**config.mk**
```make
export PLATFORM = sky130hd
export DESIGN_NAME = exp_batch_master
export DESIGN_NICKNAME = d
export VERILOG_FILES = /design/src/rtl/exp_batch_pkg.sv /design/src/rtl/exp_batch_out_reg.sv /design/src/rtl/exp_batch_master.sv
export SDC_FILE = /design/constraint.sdc
export NUM_CORES = 1
export LEC_CHECK = 0
export BUFFER_PORTS_ARGS = -buffer_cell sky130_fd_sc_hd__buf_2
export CAP_MARGIN = 30
export CORE_UTILIZATION = 30
export DETAILED_ROUTE_END_ITERATION = 6
export MAX_ROUTING_LAYER = met4
export PLACE_DENSITY = 0.55
export SLEW_MARGIN = 20
export SYNTH_ARGS = -nofsm -noshare
export SYNTH_HDL_FRONTEND = slang
export SYNTH_HIERARCHICAL = 1
export SYNTH_SLANG_ARGS = --single-unit
export TNS_END_PERCENT = 50
```
**constraint.sdc**
```tcl
create_clock -name clock -period 2.25 [get_ports clock]
set_clock_uncertainty 0.2 [all_clocks]
set_input_delay 0.225 -clock clock [delete_from_list [all_inputs] [get_ports clock]]
set_output_delay 0.225 -clock clock [all_outputs]
set_load 0.02 [all_outputs]
```
**src/rtl/exp_batch_pkg.sv**
```systemverilog
// Shared constants for the batched-exp host initiator: FSM encoding, batch size
// and the default wait-state timeout.
package exp_batch_pkg;

  localparam int BATCH                  = 32;
  localparam int TIMEOUT_CYCLES_DEFAULT = 2048;

  localparam logic [1:0] S_RECYCLE = 2'd0;
  localparam logic [1:0] S_LOAD    = 2'd1;
  localparam logic [1:0] S_WAIT    = 2'd2;
  localparam logic [1:0] S_DRAIN   = 2'd3;

endpackage

```
**src/rtl/exp_batch_out_reg.sv**
```systemverilog
// One-entry output holding register with valid/ready and a last flag.
// Data and last stay stable while the consumer stalls.
module exp_batch_out_reg #(
  parameter int WIDTH = 32
) (
  input  logic             clk_i,
  input  logic             rst_ni,
  input  logic             load_i,
  input  logic [WIDTH-1:0] data_i,
  input  logic             last_i,
  input  logic             ready_i,
  output logic             space_o,
  output logic             valid_o,
  output logic [WIDTH-1:0] data_o,
  output logic             last_o
);

  logic             valid_q, valid_d;
  logic             last_q, last_d;
  logic [WIDTH-1:0] data_q, data_d;

  // Room for a new word when empty or when the held word leaves this cycle.
  assign space_o = ~valid_q | ready_i;

  always_comb begin
    valid_d = valid_q;
    last_d  = last_q;
    data_d  = data_q;
    if (load_i) begin
      valid_d = 1'b1;
      last_d  = last_i;
      data_d  = data_i;
    end else if (ready_i) begin
      valid_d = 1'b0;
      last_d  = 1'b0;
    end
  end

  always_ff @(posedge clk_i or negedge rst_ni) begin
    if (!rst_ni) begin
      valid_q <= 1'b0;
      last_q  <= 1'b0;
      data_q  <= '0;
    end else begin
      valid_q <= valid_d;
      last_q  <= last_d;
      data_q  <= data_d;
    end
  end

  assign valid_o = valid_q;
  assign data_o  = data_q;
  assign last_o  = last_q;

endmodule

```
**src/rtl/exp_batch_master.sv**
```systemverilog
// Host-side initiator for the 32-entry batched exp accelerator: loads a batch,
// waits for results, reads them back in order, then re-arms the accelerator.
module exp_batch_master
  import exp_batch_pkg::*;
#(
  parameter int WIDTH          = 32,
  parameter int BATCH          = exp_batch_pkg::BATCH,
  parameter int TIMEOUT_CYCLES = TIMEOUT_CYCLES_DEFAULT,
  parameter int RECYCLE_CYCLES = 2
) (
  input  logic             clock,
  input  logic             reset,
  input  logic             in_valid,
  output logic             in_ready,
  input  logic [WIDTH-1:0] in_data,
  output logic             out_valid,
  input  logic             out_ready,
  output logic [WIDTH-1:0] out_data,
  output logic             out_last,
  output logic             acc_input_valid,
  input  logic             acc_input_ready,
  output logic [WIDTH-1:0] acc_ax,
  output logic [4:0]       acc_read_addr,
  input  logic             acc_output_valid,
  output logic             acc_output_ready,
  input  logic [WIDTH-1:0] acc_res,
  input  logic             acc_busy,
  output logic             acc_reset,
  output logic             err_timeout,
  input  logic             err_clear,
  output logic             batch_done
);

  localparam int TW = $clog2(TIMEOUT_CYCLES);
  localparam int RW = $clog2(RECYCLE_CYCLES + 1);

  logic [1:0]    state_q, state_d;
  logic [RW-1:0] cyc_q, cyc_d;
  logic [4:0]    wr_idx_q, wr_idx_d;
  logic [5:0]    rd_idx_q, rd_idx_d;
  logic [TW-1:0] timer_q, timer_d;
  logic          err_q, err_d;
  logic          clean_q, clean_d;
  logic          err_set;
  logic          recycle_done;
  logic          out_space;
  logic          out_load;
  logic          out_xfer;

  assign acc_ax           = in_data;
  assign acc_input_valid  = in_valid & (state_q == S_LOAD);
  assign in_ready         = acc_input_ready & (state_q == S_LOAD);
  assign acc_output_ready = (state_q == S_WAIT);
  assign acc_read_addr    = rd_idx_q[4:0];
  assign acc_reset        = ~reset | (state_q == S_RECYCLE);
  assign err_timeout      = err_q;

  assign recycle_done = (state_q == S_RECYCLE) && (cyc_q == RW'(RECYCLE_CYCLES - 1));
  // clean_q marks a recycle entered by normal completion rather than an error.
  assign batch_done   = recycle_done & clean_q;

  assign out_load = (state_q == S_DRAIN) && out_space && (rd_idx_q < 6'(BATCH));
  assign out_xfer = out_valid & out_ready;

  exp_batch_out_reg #(
    .WIDTH(WIDTH)
  ) u_out_reg (
    .clk_i  (clock),
    .rst_ni (reset),
    .load_i (out_load),
    .data_i (acc_res),
    .last_i (rd_idx_q == 6'(BATCH - 1)),
    .ready_i(out_ready),
    .space_o(out_space),
    .valid_o(out_valid),
    .data_o (out_data),
    .last_o (out_last)
  );

  always_comb begin
    state_d  = state_q;
    cyc_d    = cyc_q;
    wr_idx_d = wr_idx_q;
    rd_idx_d = rd_idx_q;
    timer_d  = timer_q;
    clean_d  = clean_q;
    err_set  = 1'b0;
    case (state_q)
      S_RECYCLE: begin
        rd_idx_d = '0;
        timer_d  = '0;
        if (recycle_done) begin
          state_d = S_LOAD;
          clean_d = 1'b0;
        end else begin
          cyc_d = cyc_q + RW'(1);
        end
      end
      S_LOAD: begin
        // A busy accelerator before the first word means it is out of step with us.
        if (acc_busy && (wr_idx_q == 5'd0)) begin
          err_set = 1'b1;
          state_d = S_RECYCLE;
          cyc_d   = '0;
          clean_d = 1'b0;
        end else if (in_valid && in_ready) begin
          if (wr_idx_q == 5'(BATCH - 1)) begin
            wr_idx_d = '0;
            timer_d  = '0;
            state_d  = S_WAIT;
          end else begin
            wr_idx_d = wr_idx_q + 5'd1;
          end
        end
      end
      S_WAIT: begin
        if (acc_output_valid) begin
          rd_idx_d = '0;
          state_d  = S_DRAIN;
        end else if (timer_q == TW'(TIMEOUT_CYCLES - 1)) begin
          err_set = 1'b1;
          state_d = S_RECYCLE;
          cyc_d   = '0;
          clean_d = 1'b0;
        end else begin
          timer_d = timer_q + TW'(1);
        end
      end
      S_DRAIN: begin
        if (out_load) rd_idx_d = rd_idx_q + 6'd1;
        if (out_xfer && out_last) begin
          state_d = S_RECYCLE;
          cyc_d   = '0;
          clean_d = 1'b1;
        end
      end
      default: state_d = S_RECYCLE;
    endcase
    // A fresh error outranks a clear in the same cycle.
    if (err_set)        err_d = 1'b1;
    else if (err_clear) err_d = 1'b0;
    else                err_d = err_q;
  end

  always_ff @(posedge clock or negedge reset) begin
    if (!reset) begin
      state_q  <= S_RECYCLE;
      cyc_q    <= '0;
      wr_idx_q <= '0;
      rd_idx_q <= '0;
      timer_q  <= '0;
      err_q    <= 1'b0;
      clean_q  <= 1'b0;
    end else begin
      state_q  <= state_d;
      cyc_q    <= cyc_d;
      wr_idx_q <= wr_idx_d;
      rd_idx_q <= rd_idx_d;
      timer_q  <= timer_d;
      err_q    <= err_d;
      clean_q  <= clean_d;
    end
  end

endmodule

```
==> impl_metrics.env, run 1 <==
export IMPL_synth_yosys_warnings=6
export IMPL_synth_seq_cells=62
export IMPL_min_path_cells=3
export IMPL_syn_inst=306
export IMPL_overall_power_consumption_mw=5.792
export IMPL_clkSinkCount=62
export IMPL_drtIter0Drc=96
export IMPL_critical_path_peak_fanout=4
export IMPL_final_worst_path_period_need_ps=2267
export IMPL_timing_slew_headroom=0.7616
export IMPL_die_area_sq_um=11800
export IMPL_holdCritStartpoint="out_ready"
export IMPL_holdPathEnd="u_out_reg/valid_o"
export IMPL_buffer_type_at_the_clock_tree_root="sky130_fd_sc_hd__clkbuf_16"
export IMPL_grt_remaining_overflow=0
export IMPL_grt_pass1_wl_microns=13090
export IMPL_worstMarginPinSlew_ps=357.6
export IMPL_insertion_delay_ps=320
export IMPL_chipWidth_microns=108.6
export IMPL_synth_seq_area_share=0.4547
export IMPL_status="complete, but fails checks"
export IMPL_number_of_remaining_drc_errors=0
export IMPL_detail_route_antenna_nets=0
export IMPL_place_congestion=0.8035
export IMPL_finalNetCount=492
export IMPL_synth_area_leader_cell="sky130_fd_sc_hd__dfrtp_1"
export IMPL_avgViaCountPerCell=4.755
export IMPL_grtUsageTotal=0.1495
export IMPL_drt_first_pass_iters=4
export IMPL_grt_pass1_vias=2740
export IMPL_grt_start_max_net_pins=63
export IMPL_place_port_buffers=84
export IMPL_cp_required_ps=2300
export IMPL_report_final_slew_viol_count=0
export IMPL_vdd_ir_drop_max_uv=687.3
export IMPL_leakagePower_nw=2.106
export IMPL_tritoncts="done"
export IMPL_post_synth_main_area_contributors="sky130_fd_sc_hd__dfrtp_1 (45%), sky130_fd_sc_hd__mux2_4 (12%), sky130_fd_sc_hd__buf_4 (8.1%)"
export IMPL_max_cap_viol_count=0
export IMPL_mostFrequentLayoutCells="sky130_fd_sc_hd__buf_2 (84), sky130_fd_sc_hd__dfrtp_1 (62), sky130_fd_sc_hd__dlygate4sd3_1 (34)"
export IMPL_worst_r2r_endpoint="timer_q[3]"
export IMPL_placed_area_sq_um=3841
export IMPL_max_freq_mhz=441.0
export IMPL_synth_top_area_share=0.4547
export IMPL_worstSetupPathType="reg -> reg"
export IMPL_layout_worst_path_cycle_share=1.008
export IMPL_post_dp_hpwl_microns=5249
export IMPL_cp_arrival_ps=2320
export IMPL_antenna_diode_count=0
export IMPL_die_h_microns=108.6
export IMPL_grt_antenna_before_repair=0
export IMPL_clock_pin_transition_on_the_worst_setup_and_hold_timing_paths_ps=50
export IMPL_worst_hold_path_type="in -> reg"
export IMPL_critPathCaptureType="flip-flop"
export IMPL_syn_num_nets=388
export IMPL_final_ws_setup_ps=-17.39
export IMPL_hold_viol=0
export IMPL_ctsLongestPathBuffers=2
export IMPL_dr_total_vias=2639
export IMPL_start_util=0.3107
export IMPL_syn_area_sq_um=3412
export IMPL_r2r_start="wr_idx_q[1]"
export IMPL_hold_slack_ps=13.18
export IMPL_area_growth_syn_to_layout_pct=33.22
export IMPL_post_synth_num_cell_types=50
export IMPL_floorplan_rows=38
export IMPL_postRouteWirelength_microns=8044
export IMPL_grt_setup_unrepaired="true"
export IMPL_violations_in_the_final_reports="negative setup slack"
export IMPL_layout_drive_gt1_share=0.4313
export IMPL_io_pins=149
export IMPL_power_per_cell_area_nw_per_um2=1274
export IMPL_setup_viol=1
export IMPL_placeableCoreArea_sq_um=10980
export IMPL_routed_wire_length_per_instance_microns=14.49
export IMPL_cp_start_kind="flip-flop"
export IMPL_postSynthAreaPerCell_sq_um=11.15
export IMPL_cts_max_level=3
export IMPL_cts_bufs_inserted=9
export IMPL_final_design_area_no_fill_sq_um=4546
export IMPL_reg2reg_slack_ps=-20
export IMPL_r2r_cells=8
export IMPL_final_common_cell="sky130_fd_sc_hd__buf_2"
==> timing repair <==
action | 4_1_cts | 5_1_grt
pin swaps | 1 | 6
setup endpoints to repair | 2 | 10
endpoints found under the hold margin | 95 | 0
buffers inserted | 0 | 3
resized for setup | 2 | 12
cloned | 0 | 0
hold buffers | 34 | 0
==> power by group <==
group / switching, mW / internal, mW
clock: 0.519 / 0.745
combinational: 1.43 / 1.33
sequential: 0.245 / 1.52
total: 2.19 / 3.60
==> cell usage after synthesis (all sizes together) <==
library cell	number
a21o	2
a21oi	12
a221o	1
a221oi	2
a22o	3
a22oi	1
a2bb2oi	1
a31oi	2
a41oi	1
and2	3
and3	2
and3b	1
buf	43
clkbuf	7
dfrtp	62
ha	10
inv	8
mux2	36
nand2	22
nand2b	8
nand3	16
nand3b	1
nand4	5
nand4bb	1
nor2	10
nor2b	2
nor3	7
nor3b	1
nor4	3
o211a	1
o211ai	3
o21a	1
o21ai	16
o21ba	1
o21bai	1
o22a	1
o22ai	1
o2bb2ai	1
o31ai	1
o41ai	1
or2	1
or3	1
or4	3
==> registers in the layout, indices dropped and copies added, names as in the netlist <==
signal             cells
u_out_reg/data_o      32
timer_q               11
rd_idx_q               6
wr_idx_q               5
cyc_q                  2
state_q                2
clean_q                1
err_timeout            1
u_out_reg/last_o       1
u_out_reg/valid_o      1
==> cell families (layout without fill, tap and decap cells) <==
family | Yosys count | in the layout | synth area share
flip-flops | 62 | 62 | 0.4547
AND/OR/NAND/NOR | 87 | 87 | 0.1383
AO/OA/AOI/OAI | 53 | 53 | 0.1009
buffers and inverters | 58 | 167 | 0.1210
adder cells (fa/ha/maj) | 10 | 10 | 0.03667
multiplexers | 36 | 36 | 0.1485
==> cell type report <==
cell class	count	area [sq um]
fillers	1038	6437
multi-input cells	186	1533
inverters	8	30.03
flip-flops and latches	62	1551
repair buffers	143	980.9
clock inverters	7	50.05
clock buffers	9	225.2
well taps	140	175.2
==> critical path, cell delays in order, from the launching register on <==
cell	delay, ps
sky130_fd_sc_hd__dfrtp_1	350
sky130_fd_sc_hd__ha_2	180
sky130_fd_sc_hd__and3_4	200
sky130_fd_sc_hd__ha_4	150
sky130_fd_sc_hd__nand3_4	60
sky130_fd_sc_hd__o21bai_4	170
sky130_fd_sc_hd__a221o_1	390
sky130_fd_sc_hd__or4_4	430
sky130_fd_sc_hd__o21ai_2	70
==> layer usage <==
layer  GRT usage  wire (microns)
met5           -               0
met4     0.07432             180
met2      0.2459            4197
met3     0.03168             306
met1      0.1728            3359
==> through the flow <==
stage | setup slack (ps) | cells | TNS [ps] | util
floorplan | -54.42 | 306 | -89.61 | -
global placement | 25.68 | 502 | 0 | 0.3497
detailed placement | -5.064 | 502 | -5.064 | 0.3497
CTS | 1.787 | 552 | 0 | 0.4075
global route | -78.84 | 555 | -373.0 | 0.4139
finish | -17.39 | 555 | -17.39 | 0.4139
==> worst max path at each step <==
stage                     start          to  slack (ps)  depth (start not counted)
floorplan           wr_idx_q[0]  timer_q[3]         -50                          9
global placement    wr_idx_q[1]  timer_q[4]          30                          8
detailed placement  wr_idx_q[1]  timer_q[4]          -5                          8
CTS                 wr_idx_q[1]  timer_q[7]           2                          9
global route        wr_idx_q[1]  timer_q[7]         -80                          8
finish              wr_idx_q[1]  timer_q[3]         -20                          8
Note: power is estimated with default switching activity, not from simulation.
==> run 2, diff against run 1 <==
Settings changed: CELL_PAD_IN_SITES_DETAIL_PLACEMENT set to 1, CELL_PAD_IN_SITES_GLOBAL_PLACEMENT set to 2, CORE_UTILIZATION 30 to 26, PLACE_DENSITY 0.55 to 0.75.
==> impl_metrics.env, run 2 (synthesis results as in run 1) <==
export IMPL_status="complete, but fails checks"
export IMPL_violations_in_the_final_reports="negative setup slack"
export IMPL_final_design_area_no_fill_sq_um=4698
export IMPL_hold_viol=0
export IMPL_grt_antenna_before_repair=0
export IMPL_final_common_cell="sky130_fd_sc_hd__buf_2"
export IMPL_overall_power_consumption_mw=6.153
export IMPL_worstSetupPathType="reg -> reg"
export IMPL_mostFrequentLayoutCells="sky130_fd_sc_hd__buf_2 (84), sky130_fd_sc_hd__dfrtp_1 (62), sky130_fd_sc_hd__dlygate4sd3_1 (35)"
export IMPL_max_freq_mhz=435.0
export IMPL_critical_path_peak_fanout=5
export IMPL_dp_cells=543
export IMPL_worstMarginPinSlew_ps=599.3
export IMPL_insertion_delay_ps=330
export IMPL_grt_remaining_overflow=0
export IMPL_routed_wire_length_per_instance_microns=14.78
export IMPL_die_area_sq_um=13590
export IMPL_start_util=0.2682
export IMPL_buffer_type_at_the_clock_tree_root="sky130_fd_sc_hd__clkbuf_16"
export IMPL_layout_worst_path_cycle_share=1.022
export IMPL_holdCritStartpoint="acc_output_valid"
export IMPL_place_port_buffers=84
export IMPL_grt_pass1_wl_microns=14250
export IMPL_io_pins=149
export IMPL_critPathCaptureType="flip-flop"
export IMPL_drt_first_pass_iters=4
export IMPL_report_final_slew_viol_count=0
export IMPL_detail_route_antenna_nets=0
export IMPL_postRouteWirelength_microns=8823
export IMPL_layoutNonFillerInstCount=597
export IMPL_setup_viol=2
export IMPL_number_of_remaining_drc_errors=0
export IMPL_r2r_start="wr_idx_q[1]"
export IMPL_dr_total_vias=2690
export IMPL_floorplan_rows=41
export IMPL_cts_bufs_inserted=9
export IMPL_largest_reg_flops=32
export IMPL_chipWidth_microns=116.6
export IMPL_cp_required_ps=2320
export IMPL_final_worst_path_period_need_ps=2299
export IMPL_cp_arrival_ps=2370
export IMPL_ctsLongestPathBuffers=2
export IMPL_dpl_worst_slack_ps=-60.57
export IMPL_final_ws_setup_ps=-48.98
export IMPL_finalNetCount=502
export IMPL_max_cap_viol_count=0
export IMPL_avgViaCountPerCell=4.506
export IMPL_placeableCoreArea_sq_um=12720
export IMPL_post_route_util=0.3693
export IMPL_layout_drive_gt1_share=0.4353
export IMPL_drtIter0Drc=75
export IMPL_cp_start_kind="flip-flop"
export IMPL_cts_max_level=3
export IMPL_post_dp_hpwl_microns=5999
export IMPL_grtUsageTotal=0.1430
export IMPL_placed_area_sq_um=3936
export IMPL_vdd_ir_drop_max_uv=721.1
export IMPL_antenna_diode_count=0
export IMPL_clkSinkCount=62
export IMPL_grt_pass1_vias=2860
export IMPL_grt_setup_unrepaired="true"
export IMPL_die_h_microns=116.6
export IMPL_place_congestion=0.7526
export IMPL_grt_start_max_net_pins=63
export IMPL_timing_slew_headroom=0.6004
export IMPL_power_per_cell_area_nw_per_um2=1310
export IMPL_worst_hold_path_type="in -> reg"
export IMPL_area_growth_syn_to_layout_pct=37.70
export IMPL_leakagePower_nw=2.191
export IMPL_clock_pin_transition_on_the_worst_setup_and_hold_timing_paths_ps=50
export IMPL_startpoint="wr_idx_q[1]"
export IMPL_tritoncts="done"
==> run 2: final cells by class <==
type / count / area (sq um)
tap: 172 / 215.2
fill: 1456 / 8024
multi-input combinational: 186 / 1528
inverter: 8 / 30.03
sequential: 62 / 1551
timing repair buffer: 153 / 1039
clock inverter: 3 / 65.06
clock buffer: 13 / 270.3
==> run 2: final timing paths <==
| path | cells after the start | slack (ps) | to |
|---|---|---|---|
| min reg2reg | 1 | 300 | u_out_reg/data_o[14] |
| max in group asynchronous | 3 | 1250 | cyc_q[0] |
| min | 4 | 170 | state_q[0] |
| max | 8 | -50 | timer_q[4] |
| min in group asynchronous | 3 | 300 | timer_q[8] |
| max reg2reg | 8 | -50 | timer_q[4] |
==> run 2: metrics by stage <==
step	setup TNS, ps	hold WS (ps)
after floorplan	-89.61	-270.6
after global placement	-5.728	153.9
after detailed placement	-96.44	158.0
after CTS	-85.03	155.6
after global routing	-703.6	177.9
final	-57.66	166.8
==> run 2: per-layer routing <==
metal  track usage  routed length, microns  vias to the layer above
li1              -                       -                     1280
met1        0.1621                    3697                     1340
met2        0.2363                    4635                       61
met3       0.05449                     417                        9
met4       0.03713                      72                        0
met5             -                       0                        -
==> run 2: what timing repair did <==
| action | in CTS | in global routing |
|---|---|---|
| hold buffers | 35 | 0 |
| buffers inserted | 0 | 3 |
| resized for setup | 3 | 7 |
| endpoints found under the hold margin | 96 | 0 |
| pin swaps | 0 | 5 |
| endpoints found under the setup margin | 7 | 11 |
==> run 2: critical path: stages (launching register included) <==
cell                       delay (ps)
sky130_fd_sc_hd__dfrtp_1          360
sky130_fd_sc_hd__ha_2             200
sky130_fd_sc_hd__and3_4           200
sky130_fd_sc_hd__ha_4             130
sky130_fd_sc_hd__nand3_2           60
sky130_fd_sc_hd__o21bai_4         170
sky130_fd_sc_hd__a221o_1          350
sky130_fd_sc_hd__or4_1            480
sky130_fd_sc_hd__nand3_1          100
==> run 2: where the power goes <==
| part | internal (mW) | switching [mW] |
|---|---|---|
| combinational | 1.36 | 1.47 |
| clock | 1.06 | 0.497 |
| sequential | 1.52 | 0.242 |
| total | 3.94 | 2.21 |
==> run 3, diff against run 2 <==
Settings changed: CORE_UTILIZATION 26 to 25, PLACE_DENSITY 0.75 to 0.74, SYNTH_HIERARCHICAL 1 to unset.
==> impl_metrics.env, run 3 <==
export IMPL_status="complete, but fails checks"
export IMPL_violations_in_the_final_reports="negative setup slack"
export IMPL_synth_top_cells_by_count="sky130_fd_sc_hd__dfrtp_1 (62), sky130_fd_sc_hd__buf_4 (37), sky130_fd_sc_hd__mux2_2 (35), sky130_fd_sc_hd__nand2_1 (23), sky130_fd_sc_hd__nand3_1 (19)"
export IMPL_synth_fa_ha_area_frac=0.03823
export IMPL_finalNetCount=502
export IMPL_drtIter0Drc=82
export IMPL_synthXorXnorAreaFrac=0
export IMPL_grt_start_max_net_pins=63
export IMPL_timing_slew_headroom=0.6220
export IMPL_synth_yosys_warnings=0
export IMPL_setup_viol=4
export IMPL_syn_inst=307
export IMPL_synthMuxAreaShare=0.1239
export IMPL_postRouteWirelength_microns=9069
export IMPL_leakagePower_nw=2.114
export IMPL_area_growth_syn_to_layout_pct=42.24
export IMPL_syn_num_nets=389
export IMPL_yosys_most_used_dff="sky130_fd_sc_hd__dfrtp_1"
export IMPL_report_final_slew_viol_count=0
export IMPL_final_ws_setup_ps=-48.52
export IMPL_placeableCoreArea_sq_um=12670
export IMPL_final_common_cell="sky130_fd_sc_hd__buf_2"
export IMPL_dr_total_vias=2733
export IMPL_routed_wire_length_per_instance_microns=15.19
export IMPL_antenna_diode_count=0
export IMPL_grt_setup_unrepaired="true"
export IMPL_clkSinkCount=62
export IMPL_max_cap_viol_count=0
export IMPL_layoutNonFillerInstCount=597
export IMPL_worst_hold_path_type="in -> reg"
export IMPL_hold_viol=0
export IMPL_insertion_delay_ps=330
export IMPL_yosys_area_share_simple=0.1583
export IMPL_r2r_cells=8
export IMPL_post_synth_num_cell_types=47
export IMPL_grt_antenna_before_repair=0
export IMPL_start_util=0.2583
export IMPL_r2r_start="wr_idx_q[1]"
export IMPL_buffer_type_at_the_clock_tree_root="sky130_fd_sc_hd__clkbuf_16"
export IMPL_ctsLongestPathBuffers=2
export IMPL_grtUsageTotal=0.1490
export IMPL_grt_remaining_overflow=0
export IMPL_grt_pass1_vias=3078
export IMPL_synth_top_area_share=0.4740
export IMPL_filler_cells_inserted=1458
export IMPL_drt_first_pass_iters=4
export IMPL_power_per_cell_area_nw_per_um2=1298
export IMPL_place_congestion=0.7906
export IMPL_worst_r2r_endpoint="timer_q[0]"
export IMPL_avgViaCountPerCell=4.578
export IMPL_die_h_microns=116.4
export IMPL_synth_seq_cells=62
export IMPL_floorplan_rows=41
export IMPL_layout_drive_gt1_share=0.4424
export IMPL_io_pins=149
export IMPL_detail_route_antenna_nets=0
export IMPL_dp_cells=542
export IMPL_multi_input_gate_area_in_the_final_layout_sq_um=1473
export IMPL_reg2reg_slack_ps=-50
export IMPL_post_synth_main_area_contributors="sky130_fd_sc_hd__dfrtp_1 (47%), sky130_fd_sc_hd__mux2_2 (12%), sky130_fd_sc_hd__buf_4 (8.5%)"
export IMPL_place_port_buffers=84
export IMPL_vdd_ir_drop_max_uv=746.2
export IMPL_die_area_sq_um=13550
export IMPL_synth_top_family_by_area="simple AND/OR/NAND/NOR gates"
export IMPL_synth_area_leader_cell="sky130_fd_sc_hd__dfrtp_1"
export IMPL_chipWidth_microns=116.4
export IMPL_layout_area_seq_sq_um=1551
export IMPL_number_of_enable_type_register_cells_in_the_synthesized_netlist=0
export IMPL_synthMostInstantiatedCell="sky130_fd_sc_hd__dfrtp_1"
export IMPL_critical_path_peak_fanout=8
export IMPL_final_worst_path_period_need_ps=2299
export IMPL_holdCritStartpoint="out_ready"
export IMPL_worstSetupPathType="reg -> reg"
export IMPL_syn_area_sq_um=3273
export IMPL_largest_reg_flops=32
export IMPL_tritoncts="done"
export IMPL_post_route_util=0.3674
export IMPL_number_of_remaining_drc_errors=0
export IMPL_mostFrequentLayoutCells="sky130_fd_sc_hd__buf_2 (84), sky130_fd_sc_hd__dfrtp_1 (62), sky130_fd_sc_hd__mux2_2 (34), sky130_fd_sc_hd__dlygate4sd3_1 (34), sky130_fd_sc_hd__buf_4 (27)"
export IMPL_critPathCaptureType="flip-flop"
export IMPL_synth_compound_gate_area_share=0.09365
export IMPL_cp_start_kind="flip-flop"
export IMPL_cp_arrival_ps=2360
export IMPL_cts_bufs_inserted=9
export IMPL_post_dp_hpwl_microns=6139
export IMPL_postSynthAreaPerCell_sq_um=10.66
export IMPL_max_freq_mhz=435.1
export IMPL_cp_required_ps=2310
export IMPL_min_path_cells=3
export IMPL_worstMarginPinSlew_ps=567.0
export IMPL_holdPathEnd="u_out_reg.last_o"
export IMPL_cts_max_level=3
export IMPL_clock_pin_transition_on_the_worst_setup_and_hold_timing_paths_ps=60
export IMPL_postSynth_asyncResetShare=1.000
export IMPL_layout_worst_path_cycle_share=1.022
export IMPL_synth_seq_area_share=0.4740
export IMPL_setup_total_negative_slack_ps=-147.8
export IMPL_grt_pass1_wl_microns=14930
-- run 3: cell types whose count changed after synthesis, sizes merged, moves of 3 or more --
cell / before / now
inv: 8 / 11
buf: 43 / 40
nand3: 16 / 19
a21oi: 12 / 8
-- run 3: power by group --
part	switching [mW]	internal [mW]	total (mW)	leakage, nW
registers	0.233	1.52	1.75	0.785
logic	1.48	1.19	2.67	1.16
clock network	0.505	1.11	1.62	0.166
-- run 3: layout make-up --
| class | count | area share |
|---|---|---|
| clock inverters | 5 | 0.02284 |
| flip-flops and latches | 62 | 0.3332 |
| inverters | 11 | 0.008869 |
| repair buffers | 149 | 0.2204 |
| multi-input cells | 187 | 0.3163 |
| well taps | 172 | 0.04622 |
| clock buffers | 11 | 0.05214 |
-- run 3: routing by layer --
layer,GRT usage,share of wire,vias up
met5,-,0,-
met4,0.06923,0.028,0
met3,0.03217,0.043,32
met2,0.2576,0.53,72
met1,0.1630,0.40,1349
li1,-,-,1280
-- run 3: timing repair --
item / 4_1_cts / 5_1_grt
gates resized for setup: 5 / 16
hold endpoints to repair: 95 / 0
buffers inserted: 2 / 3
hold buffers: 34 / 0
pin swaps: 0 / 4
endpoints found under the setup margin: 9 / 16
gates cloned: 0 / 0
-- run 3: cells by family after synthesis --
kind of cell,count (synthesis)
AO/OA/AOI/OAI,47
adder cells (fa/ha/maj),10
buffers and inverters,58
flip-flops,62
multiplexers,36
AND/OR/NAND/NOR,94
-- run 3: how the worst max path moves through the flow --
stage	startpoint	end	slack [ps]	cells past startpoint
after floorplan	state_q[0]	rd_idx_q[4]	-20	8
after global placement	wr_idx_q[1]	timer_q[4]	-30	8
after detailed placement	wr_idx_q[1]	timer_q[0]	-80	8
after CTS	wr_idx_q[0]	timer_q[0]	-90	8
after global routing	wr_idx_q[0]	timer_q[4]	-130	8
final	wr_idx_q[1]	timer_q[0]	-50	8
-- run 3: through the flow --
| stage | hold WS, ps | cell area (sq um) | setup WS, ps | total power, mW |
|---|---|---|---|---|
| 2_1_floorplan | -270.6 | 3289 | -17.75 | 3.351 |
| 3_3_place_gp | 159.9 | 3814 | -33.63 | 4.120 |
| 5_1_grt | 66.45 | 4656 | -129.0 | 6.429 |
| 6_report | 51.01 | 4656 | -48.52 | 6.044 |
| 4_1_cts | 50.09 | 4537 | -94.36 | 5.969 |
| 3_5_place_dp | 155.2 | 3814 | -81.90 | 4.218 |
-- run 3: critical path, stage by stage (launching register included) --
cell,delay [ps]
sky130_fd_sc_hd__dfrtp_1,350
sky130_fd_sc_hd__ha_2,180
sky130_fd_sc_hd__and3_4,190
sky130_fd_sc_hd__ha_4,140
sky130_fd_sc_hd__nand3_4,60
sky130_fd_sc_hd__o21bai_4,170
sky130_fd_sc_hd__a221o_2,420
sky130_fd_sc_hd__or4_1,430
sky130_fd_sc_hd__nand3_1,100
